## src/rtl/imem_loader_pkg.sv

```systemverilog
`default_nettype none
// ============================================================================
// Module      : imem_loader_pkg
// Description : Shared types and constants for the boot-time IMEM loader.
//               Holds the loader state enum, the field sizes of the byte
//               stream, and a helper that decodes which states take bytes.
//               Optional feature macro: IMEM_LOADER_CHECKSUM_EN adds the
//               CSUM state for the trailing checksum field.
// Revision    : 1.0 - initial release
// ============================================================================
package imem_loader_pkg;

  localparam int WORD_BYTES = 4;   // bytes per IMEM data word
  localparam int LEN_BYTES  = 4;   // bytes in the leading word-count field

  typedef enum logic [2:0] {
    ST_IDLE = 3'd0,
    ST_LEN  = 3'd1,
    ST_DATA = 3'd2,
    ST_RUN  = 3'd3,
    ST_ERR  = 3'd4
`ifdef IMEM_LOADER_CHECKSUM_EN
    ,
    ST_CSUM = 3'd5
`endif
  } loader_state_t;

  // True for the states in which the stream handshake is open.
  function automatic logic accepts_bytes(input loader_state_t s);
    logic ok;
    ok = (s == ST_LEN) || (s == ST_DATA);
`ifdef IMEM_LOADER_CHECKSUM_EN
    ok = ok || (s == ST_CSUM);
`endif
    return ok;
  endfunction

endpackage : imem_loader_pkg
`default_nettype wire

```

## src/rtl/imem_loader_word_packer.sv

```systemverilog
`default_nettype none
// ============================================================================
// Module      : word_packer
// Description : Little-endian byte-to-word assembler shared by the length,
//               data and checksum fields. Byte k of a word lands in bits
//               [8k+7:8k]. word/word_valid are combinational and are valid
//               in the cycle the 4th byte is accepted.
// Ports       : clk, rst (async, active-high)
//               clr        - restart byte counting at a field boundary
//               en         - a byte is transferred this cycle
//               din[7:0]   - transferred byte
//               word[31:0] - assembled word (valid with word_valid)
//               word_valid - 4th byte of a word is being accepted
// Revision    : 1.0 - initial release
// ============================================================================
module word_packer
  import imem_loader_pkg::*;
(
  input  logic        clk,
  input  logic        rst,
  input  logic        clr,
  input  logic        en,
  input  logic [7:0]  din,
  output logic [31:0] word,
  output logic        word_valid
);

  localparam logic [1:0] c_last_byte = 2'(WORD_BYTES - 1);

  // Only the first three bytes need storage; the 4th is taken straight
  // from the input so the word is available in its transfer cycle.
  logic [23:0] r_shift;
  logic [1:0]  r_cnt;

  always_ff @(posedge clk or posedge rst) begin
    if (rst) begin
      r_shift <= '0;
      r_cnt   <= '0;
    end else if (clr) begin
      r_cnt   <= '0;
    end else if (en) begin
      r_shift <= {din, r_shift[23:8]};
      r_cnt   <= r_cnt + 2'd1;   // wraps to 0 after the 4th byte
    end
  end

  assign word       = {din, r_shift};
  assign word_valid = en && (r_cnt == c_last_byte);

endmodule : word_packer
`default_nettype wire

```

## src/rtl/imem_loader.sv

```systemverilog
`default_nettype none
// ============================================================================
// Module      : imem_loader
// Description : Boot-time program loader. Receives a LE byte stream
//               (word count N, then N data words), writes the words into
//               IMEM and holds the core in reset until the image is loaded.
//               Optional feature macro: IMEM_LOADER_CHECKSUM_EN - a trailing
//               32-bit checksum (mod-2^32 sum of data words) is required and
//               a mismatch ends in ERR.
// Ports       : clk, rst (async, active-high)
//               start                 - begin a load (IDLE/RUN/ERR only)
//               in_valid/in_data/in_ready - byte stream handshake
//               imem_we/imem_addr/imem_wdata - IMEM write port
//               core_rst              - core reset, high until loaded
//               done                  - image loaded, core running
//               error                 - load failed
// Revision    : 1.0 - initial release
// ============================================================================
module imem_loader
  import imem_loader_pkg::*;
#(
  parameter int ADDR_WIDTH = 10
) (
  input  logic                  clk,
  input  logic                  rst,
  input  logic                  start,
  input  logic                  in_valid,
  input  logic [7:0]            in_data,
  output logic                  in_ready,
  output logic                  imem_we,
  output logic [ADDR_WIDTH-1:0] imem_addr,
  output logic [31:0]           imem_wdata,
  output logic                  core_rst,
  output logic                  done,
  output logic                  error
);

`ifdef IMEM_LOADER_CHECKSUM_EN
  localparam loader_state_t c_after_data = ST_CSUM;
`else
  localparam loader_state_t c_after_data = ST_RUN;
`endif
  localparam logic [32:0] c_capacity = 33'd1 << ADDR_WIDTH;

  loader_state_t         r_state;
  loader_state_t         w_next;
  logic                  r_in_ready;
  logic                  r_we;
  logic [ADDR_WIDTH-1:0] r_addr;
  logic [31:0]           r_wdata;
  logic                  r_core_rst;
  logic                  r_done;
  logic                  r_error;
  // One bit wider than the address so N = 2^ADDR_WIDTH is representable.
  logic [ADDR_WIDTH:0]   r_len;
  logic [ADDR_WIDTH:0]   r_wcnt;
`ifdef IMEM_LOADER_CHECKSUM_EN
  logic [31:0]           r_sum;
`endif

  logic        w_xfer;
  logic        w_start_ok;
  logic [31:0] w_word;
  logic        w_word_valid;
  logic        w_len_ovf;
  logic        w_last_word;
  logic        w_data_word;

  assign w_xfer      = in_valid && r_in_ready;
  assign w_start_ok  = start && ((r_state == ST_IDLE) || (r_state == ST_RUN) ||
                                 (r_state == ST_ERR));
  assign w_len_ovf   = {1'b0, w_word} > c_capacity;
  assign w_last_word = (r_wcnt + 1'b1) == r_len;
  assign w_data_word = (r_state == ST_DATA) && w_word_valid;

  word_packer u_packer (
    .clk        (clk),
    .rst        (rst),
    .clr        (w_start_ok),
    .en         (w_xfer),
    .din        (in_data),
    .word       (w_word),
    .word_valid (w_word_valid)
  );

  always_comb begin
    w_next = r_state;
    case (r_state)
      ST_IDLE, ST_RUN, ST_ERR: begin
        if (start) w_next = ST_LEN;
      end
      ST_LEN: begin
        if (w_word_valid) begin
          if (w_len_ovf)          w_next = ST_ERR;
          else if (w_word == '0)  w_next = c_after_data;
          else                    w_next = ST_DATA;
        end
      end
      ST_DATA: begin
        if (w_word_valid && w_last_word) w_next = c_after_data;
      end
`ifdef IMEM_LOADER_CHECKSUM_EN
      ST_CSUM: begin
        if (w_word_valid) w_next = (w_word == r_sum) ? ST_RUN : ST_ERR;
      end
`endif
      default: w_next = ST_IDLE;
    endcase
  end

  // Outputs are registered from the next state, so they change together
  // with the state itself (e.g. core_rst falls the cycle after the last
  // transfer).
  always_ff @(posedge clk or posedge rst) begin
    if (rst) begin
      r_state    <= ST_IDLE;
      r_in_ready <= 1'b0;
      r_we       <= 1'b0;
      r_addr     <= '0;
      r_wdata    <= '0;
      r_core_rst <= 1'b1;
      r_done     <= 1'b0;
      r_error    <= 1'b0;
      r_len      <= '0;
      r_wcnt     <= '0;
`ifdef IMEM_LOADER_CHECKSUM_EN
      r_sum      <= '0;
`endif
    end else begin
      r_state    <= w_next;
      r_in_ready <= accepts_bytes(w_next);
      r_core_rst <= (w_next != ST_RUN);
      r_done     <= (w_next == ST_RUN);
      r_error    <= (w_next == ST_ERR);
      r_we       <= w_data_word;

      if ((r_state == ST_LEN) && w_word_valid) begin
        r_len <= w_word[ADDR_WIDTH:0];
      end

      if (w_data_word) begin
        r_addr  <= r_wcnt[ADDR_WIDTH-1:0];
        r_wdata <= w_word;
        r_wcnt  <= r_wcnt + 1'b1;
`ifdef IMEM_LOADER_CHECKSUM_EN
        r_sum   <= r_sum + w_word;
`endif
      end

      if (w_start_ok) begin
        r_wcnt <= '0;
`ifdef IMEM_LOADER_CHECKSUM_EN
        r_sum  <= '0;
`endif
      end
    end
  end

  assign in_ready   = r_in_ready;
  assign imem_we    = r_we;
  assign imem_addr  = r_addr;
  assign imem_wdata = r_wdata;
  assign core_rst   = r_core_rst;
  assign done       = r_done;
  assign error      = r_error;

endmodule : imem_loader
`default_nettype wire
```

## config.mk

```make
export PLATFORM = sky130hd
export DESIGN_NAME = imem_loader
export DESIGN_NICKNAME = d
export VERILOG_FILES = /design/src/rtl/imem_loader_pkg.sv /design/src/rtl/imem_loader_word_packer.sv /design/src/rtl/imem_loader.sv
export SDC_FILE = /design/constraint.sdc
export NUM_CORES = 1
export LEC_CHECK = 0
export ABC_AREA = 1
export BUFFER_PORTS_ARGS = -buffer_cell sky130_fd_sc_hd__buf_4
export CELL_PAD_IN_SITES_DETAIL_PLACEMENT = 2
export CELL_PAD_IN_SITES_GLOBAL_PLACEMENT = 2
export CORE_ASPECT_RATIO = 2
export CORE_MARGIN = 10
export CORE_UTILIZATION = 36
export CTS_BUF_LIST = sky130_fd_sc_hd__clkbuf_2
export CTS_CLUSTER_DIAMETER = 100
export DETAILED_ROUTE_END_ITERATION = 16
export PLACE_DENSITY = 0.87
export SLEW_MARGIN = 20
export SYNTH_ARGS = -nofsm -noshare
export SYNTH_HDL_FRONTEND = slang
export SYNTH_SLANG_ARGS = --single-unit
```

## constraint.sdc

```tcl
create_clock -name clk -period 3.6 [get_ports clk]
set_clock_uncertainty 0.2 [all_clocks]
set_input_delay 0.36 -clock clk [delete_from_list [all_inputs] [get_ports clk]]
set_output_delay 0.36 -clock clk [all_outputs]
set_load 0.02 [all_outputs]
```

==> results.sh, run 1 <==
export IMPL_startpoint_type="register"
export IMPL_tns_ps=0
export IMPL_cts_hold_buffers=11
export IMPL_wl_met1_um=4910
export IMPL_dieHeight_um=176
export IMPL_num_rows=57
export IMPL_async_flop_share_pct=100
export IMPL_crit_start="r_wcnt[0]"
export IMPL_gp_congestion=0.821
export IMPL_yosysUniqueCellTypes=27
export IMPL_cts_buffers=9
export IMPL_finalPower_w=0.00303
export IMPL_yosysWarnings=0
export IMPL_cts_setup_buffers=0
export IMPL_cp_depth=9
export IMPL_core_area_um2=12100
export IMPL_relSlewSlack_pct=50.7
export IMPL_synthFlopType="dfrtp_1"
export IMPL_wl_met2_um=8930
export IMPL_cts_buffer_depth=2
export IMPL_dpl_hpwl_um=10700
export IMPL_worstReg2RegStart="r_wcnt[0]"
export IMPL_top_level_ports=59
export IMPL_synthCells=528
export IMPL_avgSynthCellArea_um2=8.34
export IMPL_ant_nets=0
export IMPL_maxCapViolations=0
export IMPL_grt_overflow_total=0
export IMPL_initial_core_util_pct=36.5
export IMPL_path_common_cell="nand2_2"
export IMPL_syn_nets=542
export IMPL_hold_ws_ps=89.2
export IMPL_syn_to_final_growth_pct=20.1
export IMPL_min_path_type="in2reg"
export IMPL_drt_initial_drc_count=166
export IMPL_period_minus_slack_ps=2350
export IMPL_drt_total_wl_um=14700
export IMPL_vias=3860
export IMPL_crit_path_end_kind="register"
export IMPL_cts_root_buffer="clkbuf_2"
export IMPL_clk_latency_ps=600
export IMPL_dp_cells=721
export IMPL_crit_type="reg2reg"
export IMPL_viasPerCell=5.15
export IMPL_final_hold_violation_count=0
export IMPL_tritoncts="yes"
export IMPL_fmax_ghz=0.425
export IMPL_required_ps=3970
export IMPL_grt_pass1_vias=4542
export IMPL_htreeDepth=3
export IMPL_setup_viol=0
export IMPL_holdCritStartpoint="in_valid"
export IMPL_holdPathStages=6
export IMPL_ys_seq_area_share_pct=55.7
export IMPL_fill_cells=1372
export IMPL_grt_max_degree=53
export IMPL_route_met3_wl_um=471
export IMPL_clock_sinks=98
export IMPL_power_density_nw_per_um2=573
export IMPL_arrival_ps=2720
export IMPL_worstMarginPinSlew_ps=737
export IMPL_drc=0
export IMPL_rsz0062_at_grt="false"
export IMPL_top_layer_used="met4"
export IMPL_slew_violations=0
export IMPL_cp_top_family="simple AND/OR/NAND/NOR gates"
export IMPL_worstPathCellList="ha_1, nand2_2, nor2_4, nand3_1, xnor3_1, nand3_2, o21bai_4, nand2_2, inv_2"
export IMPL_syn_area_um2=4400
export IMPL_p_leak_nw=2.64
export IMPL_critPathMaxFanout=5
export IMPL_cts_repair_resized=0
export IMPL_rr_worst_depth=9
export IMPL_ir_worst_vdd_uv=248
export IMPL_antenna_found_initial=1
export IMPL_wire_per_inst_um=19.6
export IMPL_post_route_period_util_pct=65.3
export IMPL_clkTransAtPathRegs_ps=270
export IMPL_nets=610
export IMPL_track_usage_pct=17.1
export IMPL_slowest_stage="dfrtp_1"
export IMPL_synth_edf_count=0
export IMPL_die_area_um2=17300
export IMPL_die_w_um=98.2
export IMPL_grt_pass1_wl_um=23700
export IMPL_run_status="finished clean"
export IMPL_drive_gt1_share_pct=16.0
export IMPL_ys_ff_latch=98
export IMPL_first_pass_iters=4
export IMPL_final_util_pct=43.9
export IMPL_fin_cells=749
export IMPL_cpPeakStageDelay_ps=490
export IMPL_cp_num_buf_inv=1
export IMPL_portBuffers=58
-- sequential cells by signal (all words and copies together) (netlist names) --
signal	cells
u_packer.r_shift	24
imem_we	1
r_wcnt	11
imem_wdata	32
core_rst	1
imem_addr	10
error	1
in_ready	1
r_state	3
r_len	11
u_packer.r_cnt	2
done	1
-- cell families (layout without fill, tap and decap cells) --
family / Yosys count / after routing / synth area share [%]
compound gates: 99 / 99 / 12.0
simple gates: 233 / 233 / 22.1
flops: 98 / 98 / 55.7
fa+ha+maj: 2 / 2 / 0.568
buf+inv: 91 / 164 / 7.98
other cells: 0 / 1 / 0
xor+xnor: 5 / 5 / 1.62
-- worst reg2reg max path, stage by stage, from the launching register on --
cell,delay [ps]
dfrtp_1,490
ha_1,270
nand2_2,150
nor2_4,210
nand3_1,230
xnor3_1,330
nand3_2,120
o21bai_4,160
nand2_2,80
inv_2,60
-- path summary, 6_finish.rpt --
check                                 endpoint  slack, ps
max in group asynchronous             core_rst       2190
min in group asynchronous        imem_wdata[6]        140
min reg2reg                u_packer.r_shift[6]        320
max reg2reg                               done       1250
max                                       done       1250
min                          u_packer.r_cnt[0]         90
-- placed cells by master, fill, tap and decap left out, drive strengths merged, types with 4 or more instances in the layout --
cell type / count
nand2: 156
dfrtp: 97
o21ai: 85
inv: 73
buf: 64
nand3: 40
nor2: 29
dlygate4sd3: 11
clkbuf: 10
nand4: 6
o22ai: 6
bufinv: 4
a21oi: 4
-- per-layer routing --
| layer | vias up | track usage [%] |
|---|---|---|
| met3 | 30 | 3.64 |
| met1 | 1956 | 15.3 |
| met5 | - | 0 |
| met4 | 0 | 6.78 |
| li1 | 1804 | - |
| met2 | 70 | 35.2 |
-- cell type report --
class | instances | area [um^2] | share of cell area, %
antenna | 1 | 2.50 | 0.0473
clock buffer | 10 | 50.0 | 0.946
clock inverter | 6 | 129 | 2.44
inverter | 73 | 277 | 5.23
multi-input combinational | 339 | 1600 | 30.3
sequential | 98 | 2450 | 46.4
tap | 147 | 184 | 3.48
timing repair buffer | 75 | 591 | 11.2
-- Yosys cell counts, types with 3 or more instances --
master / instances / share of area [%]
inv_1: 72 / 6.1
o22ai_1: 6 / 0.85
nand4_1: 6 / 0.85
a21oi_1: 3 / 0.34
dfrtp_1: 97 / 55
clkbuf_1: 14 / 1.2
nand2_1: 154 / 13
nor2_1: 23 / 2.0
nor2_2: 5 / 0.71
o21ai_0: 85 / 9.7
nand3_1: 39 / 4.4
-- stage by stage --
stage	worst slack [ps]	instance area, um^2
after CTS	1250	5290
after global placement	1480	5000
after detailed placement	1380	5000
after global routing	1030	5290
final	1250	5290
after floorplan	480	4400
-- where the power goes --
group	internal (W)	switching, W	leakage [nW]
Combinational	0.000263	0.000561	1.22
Clock	0.000368	0.000379	0.104
Sequential	0.00130	0.000161	1.32
(Power assumes the default switching activity.)
==> inputs of run 2 (changes only) <==
Clock period 3.6 ns to 2.46 ns, I/O delays scaled along.
==> run 2 against run 1 <==
Compared with the run above: global-route usage shrank 0.24 points; critical path depth grew 2; maximum frequency grew 3.5%; clock power grew 16%; count of clock-buffer cells in the layout is the same; critical endpoint is now in_ready.
==> results.sh, run 2 (synthesis gave the netlist of run 1 again) <==
export IMPL_clk_latency_ps=620
export IMPL_layout_common_cells="nand2_1 (154), dfrtp_1 (97), o21ai_0 (85)"
export IMPL_ant_nets=0
export IMPL_wl_met1_um=4950
export IMPL_syn_to_final_growth_pct=20.1
export IMPL_tritoncts="yes"
export IMPL_vias=3889
export IMPL_final_hold_violation_count=0
export IMPL_wire_per_inst_um=19.5
export IMPL_run_status="finished clean"
export IMPL_grt_overflow_total=0
export IMPL_worstReg2RegStart="u_packer.r_cnt[0]"
export IMPL_initial_core_util_pct=36.5
export IMPL_cts_buffers=9
export IMPL_post_route_period_util_pct=92.4
export IMPL_track_usage_pct=16.9
export IMPL_die_w_um=98.2
export IMPL_dpl_hpwl_um=10900
export IMPL_drive_gt1_share_pct=16.4
export IMPL_startpoint_type="register"
export IMPL_cts_buffer_depth=2
export IMPL_grt_pass1_vias=4520
export IMPL_critPathMaxFanout=4
export IMPL_r2r_end="in_ready"
export IMPL_maxCapViolations=0
export IMPL_mostFrequentLayoutCell="nand2_1"
export IMPL_core_area_um2=12100
export IMPL_clock_sinks=98
export IMPL_min_path_type="in2async"
export IMPL_top_layer_used="met4"
export IMPL_hold_ws_ps=43.0
export IMPL_dieHeight_um=176
export IMPL_arrival_ps=2620
export IMPL_seqCellArea_um2=2450
export IMPL_p_int_w=0.00256
export IMPL_final_util_pct=43.9
export IMPL_drt_total_wl_um=14600
export IMPL_grt_pass1_wl_um=23400
export IMPL_nets=612
export IMPL_setup_viol=0
export IMPL_top_level_ports=59
export IMPL_period_minus_slack_ps=2270
export IMPL_p_leak_nw=2.64
export IMPL_portBuffers=58
export IMPL_fill_cells=1366
export IMPL_required_ps=2810
export IMPL_combPwrFrac_pct=29.1
export IMPL_worstMarginPinSlew_ps=550
export IMPL_slew_violations=0
export IMPL_finalPower_w=0.00425
export IMPL_pwr_share_seq_pct=50.5
export IMPL_crit_type="reg2reg"
export IMPL_cts_root_buffer="clkbuf_2"
export IMPL_rsz0062_at_grt="false"
export IMPL_rr_worst_depth=11
export IMPL_first_pass_iters=5
export IMPL_viasPerCell=5.18
export IMPL_p_sw_w=0.00169
export IMPL_cts_repair_resized=0
export IMPL_num_rows=57
export IMPL_crit_path_end_kind="register"
export IMPL_antenna_found_initial=1
export IMPL_htreeDepth=3
export IMPL_die_area_um2=17300
export IMPL_drc=0
export IMPL_drt_initial_drc_count=158
export IMPL_fmax_ghz=0.440
export IMPL_tns_ps=0
export IMPL_relSlewSlack_pct=63.3
export IMPL_worst_r2r_setup_slack_ps=190
export IMPL_gp_congestion=0.836
export IMPL_clkTransAtPathRegs_ps=320
export IMPL_pwr_share_clk_pct=20.4
export IMPL_largest_reg_flops=32
export IMPL_ir_worst_vdd_uv=455
export IMPL_power_density_nw_per_um2=803
export IMPL_route_met3_wl_um=408
export IMPL_multi_input_area_um2=1600
export IMPL_grt_max_degree=99
export IMPL_swShare_pct=39.7
export IMPL_wl_met2_um=8770
-- run 2: layout make-up --
type                       count  share of cell area, %
sequential                    98                   46.4
multi-input combinational    339                   30.3
timing repair buffer          77                   12.2
inverter                      73                   5.25
tap                          147                   3.48
clock inverter                 6                   1.37
clock buffer                  10                  0.947
antenna                        1                 0.0473
-- run 2: critical path, cell delays in order (launching register included) --
cell	delay (ps)
dfrtp_1	490
ha_1	190
inv_1	50
nor2_1	250
nand3_2	180
nor2_1	160
nand4_1	110
nor2_1	160
nand3_2	130
o21bai_4	160
nand2_1	70
nand2_1	80
-- run 2: metrics by stage --
| stage | std cells | area [um^2] | setup slack (ps) |
|---|---|---|---|
| after global placement | 723 | 5050 | 400 |
| after detailed placement | 723 | 5050 | 224 |
| after CTS | 750 | 5290 | 172 |
| after floorplan | 528 | 4410 | 655 |
| final | 751 | 5290 | 188 |
| after global routing | 751 | 5290 | 18.3 |
-- run 2: power groups by stage --
stage                     combinational (W)  sequential (W)  clock [W]
after global placement              0.00112         0.00213          0
final                               0.00124         0.00215   0.000864
after floorplan                    0.000780         0.00210          0
after detailed placement            0.00123         0.00217          0
after CTS                           0.00126         0.00214   0.000886
after global routing                0.00140         0.00218   0.000947
-- run 2: worst max path at each step --
stage	startpoint	end	slack, ps
after floorplan	r_wcnt[0]	in_ready	660
after global placement	r_wcnt[2]	in_ready	400
after detailed placement	r_wcnt[0]	in_ready	220
after CTS	r_wcnt[0]	in_ready	170
after global routing	r_wcnt[0]	in_ready	20
final	u_packer.r_cnt[0]	in_ready	190
-- run 2: per-layer routing --
metal	up-vias	track usage, %
met5	-	0
met2	76	34.7
met4	0	7.62
met1	1974	15.2
li1	1810	-
met3	29	2.78
-- run 2: timing repair --
item,4_1_cts,5_1_grt
endpoints found under the hold margin,122,0
hold buffers,11,0
buffers inserted,0,0
==> inputs of run 3 (changes only) <==
Settings changed: CORE_ASPECT_RATIO 2 to default, REMOVE_ABC_BUFFERS from default to 1.
==> run 3 against run 2 <==
Compared with the run above: register-to-register slack better by 30 ps; die area is 1.5% lower; highest routed layer unchanged; sequential power about the same; count of clock-buffer cells in the layout unchanged; routed wire length shrank 5.9%; first-iteration DRC count down 8.9%; largest power group unchanged; final area rose by 0.19%; maximum frequency is 1.4% higher; utilization is 0.23 points higher; setup slack better by 32 ps.
==> results.sh, run 3 (synthesis gave the netlist of run 1 again) <==
export IMPL_ant_nets=0
export IMPL_worstReg2RegStart="r_wcnt[0]"
export IMPL_drt_total_wl_um=13700
export IMPL_final_hold_violation_count=0
export IMPL_antenna_found_initial=0
export IMPL_grt_pass1_wl_um=22900
export IMPL_track_usage_pct=17.3
export IMPL_critPathMaxFanout=5
export IMPL_rr_worst_depth=11
export IMPL_power_density_nw_per_um2=800
export IMPL_layout_common_cells="nand2_1 (153), dfrtp_1 (97), o21ai_0 (85)"
export IMPL_initial_core_util_pct=36.7
export IMPL_drc=0
export IMPL_crit_path_end_kind="register"
export IMPL_rsz0062_at_grt="false"
export IMPL_arrival_ps=2620
export IMPL_min_path_type="in2reg"
export IMPL_die_w_um=131
export IMPL_worstMarginPinSlew_ps=503
export IMPL_clkTransAtPathRegs_ps=290
export IMPL_holdCritStartpoint="in_data[5]"
export IMPL_required_ps=2840
export IMPL_portBuffers=58
export IMPL_cts_buffer_depth=2
export IMPL_slew_violations=0
export IMPL_core_area_um2=12000
export IMPL_drt_initial_drc_count=144
export IMPL_cts_buffers=9
export IMPL_dpl_hpwl_um=10200
export IMPL_startpoint_type="register"
export IMPL_crit_start="r_wcnt[0]"
export IMPL_vias=3847
export IMPL_cpPeakStageDelay_ps=480
export IMPL_period_minus_slack_ps=2240
export IMPL_post_route_period_util_pct=91.1
export IMPL_wire_per_inst_um=18.3
export IMPL_die_area_um2=17100
export IMPL_grt_max_degree=53
export IMPL_first_pass_iters=4
export IMPL_tritoncts="yes"
export IMPL_num_rows=40
export IMPL_largest_reg_flops=32
export IMPL_top_usage_layer="met2"
export IMPL_mostFrequentLayoutCell="nand2_1"
export IMPL_drive_gt1_share_pct=16.4
export IMPL_grtUsageMet1_pct=18.4
export IMPL_grt_met3_usage_pct=3.79
export IMPL_grt_overflow_total=0
export IMPL_cts_root_buffer="clkbuf_2"
export IMPL_crit_type="reg2reg"
export IMPL_gp_congestion=0.826
export IMPL_final_util_pct=44.1
export IMPL_htreeDepth=3
export IMPL_nets=612
export IMPL_maxCapViolations=0
export IMPL_grt_pass1_vias=4521
export IMPL_path_common_cell="nand2_1"
export IMPL_setup_viol=0
export IMPL_slowest_stage="dfrtp_1"
export IMPL_dieHeight_um=131
export IMPL_finalPower_w=0.00424
export IMPL_clock_sinks=98
export IMPL_holdPathStages=4
export IMPL_top_level_ports=59
export IMPL_syn_to_final_growth_pct=20.3
export IMPL_p_leak_nw=2.63
export IMPL_run_status="finished clean"
export IMPL_worstPathCellList="ha_2, nand2_2, nor2_4, nand3_1, nand3_1, nand2_1, a21oi_1, nand2_1, o21bai_4, nand2_1, nand2_1"
export IMPL_antennaDiodeCount=0
export IMPL_viasPerCell=5.13
export IMPL_fmax_ghz=0.446
export IMPL_met2_usage_pct=32.1
export IMPL_relSlewSlack_pct=66.5
export IMPL_clk_latency_ps=640
export IMPL_fill_cells=1391
export IMPL_ir_worst_vdd_uv=295
## run 3: cell types whose count changed in the layout (fill, tap and decap cells not counted), sizes merged
cell | previous run | this run
buf | 66 | 65
bufinv | 1 | 2
clkinv | 1 | 2
clkinvlp | 1 | 0
diode | 1 | 0
dlygate4sd3 | 11 | 12
inv | 76 | 75
## run 3: critical path: cells and delay by family, from the launching register on
kind                       cells  cell delay, ps
adders and majority gates      1             250
DFF                            1             480
AOI/OAI and AO/OA              2             350
and+or+nand+nor                8             910
## run 3: area by class of cell
| cell class | count | area [um^2] | area share (%) |
|---|---|---|---|
| Clock inverter | 6 | 86.3 | 1.63 |
| Tap cell | 147 | 184 | 3.47 |
| Clock buffer | 10 | 50.0 | 0.945 |
| Inverter | 73 | 277 | 5.22 |
| Timing Repair Buffer | 77 | 633 | 12.0 |
| Multi-Input combinational cell | 339 | 1610 | 30.5 |
| Sequential cell | 98 | 2450 | 46.3 |
## run 3: report_power, final
part | switching (W) | leakage [nW] | total [W] | internal, W
logic | 0.000768 | 1.23 | 0.00116 | 0.000389
clock network | 0.000586 | 0.0843 | 0.000930 | 0.000343
registers | 0.000249 | 1.32 | 0.00215 | 0.00190
## run 3: final timing paths
path,endpoint,slack (ps)
setup / recovery,in_ready,220
hold / removal,u_packer.r_shift[21],220
setup reg to reg,in_ready,220
hold reg to reg,imem_addr[8],330
max in group asynchronous,imem_wdata[14],810
min in group asynchronous,u_packer.r_shift[13],560
## run 3: timing repair
item | in CTS | in global routing
hold buffers | 12 | 0
setup endpoints to repair | 0 | 2
resized for setup | 0 | 3
hold endpoints to repair | 124 | 0
setup buffers | 0 | 0
## run 3: layer usage
layer  vias to the layer above  part of all wire [%]
met5                         -                     0
met4                         0                   2.4
met3                        28                   3.8
met2                        69                    54
met1                      1938                    39
li1                       1812                     -
## run 3: per-stage QoR
step	setup WS [ps]	std cells	setup TNS (ps)	hold slack, ps	cell area (um^2)
global placement	321	722	0	113	5030
global route	10.2	750	0	179	5300
floorplan	-903	510	-85000	207	4330
CTS	158	750	0	196	5290
detailed placement	214	722	0	118	5030
finish	220	750	0	216	5300
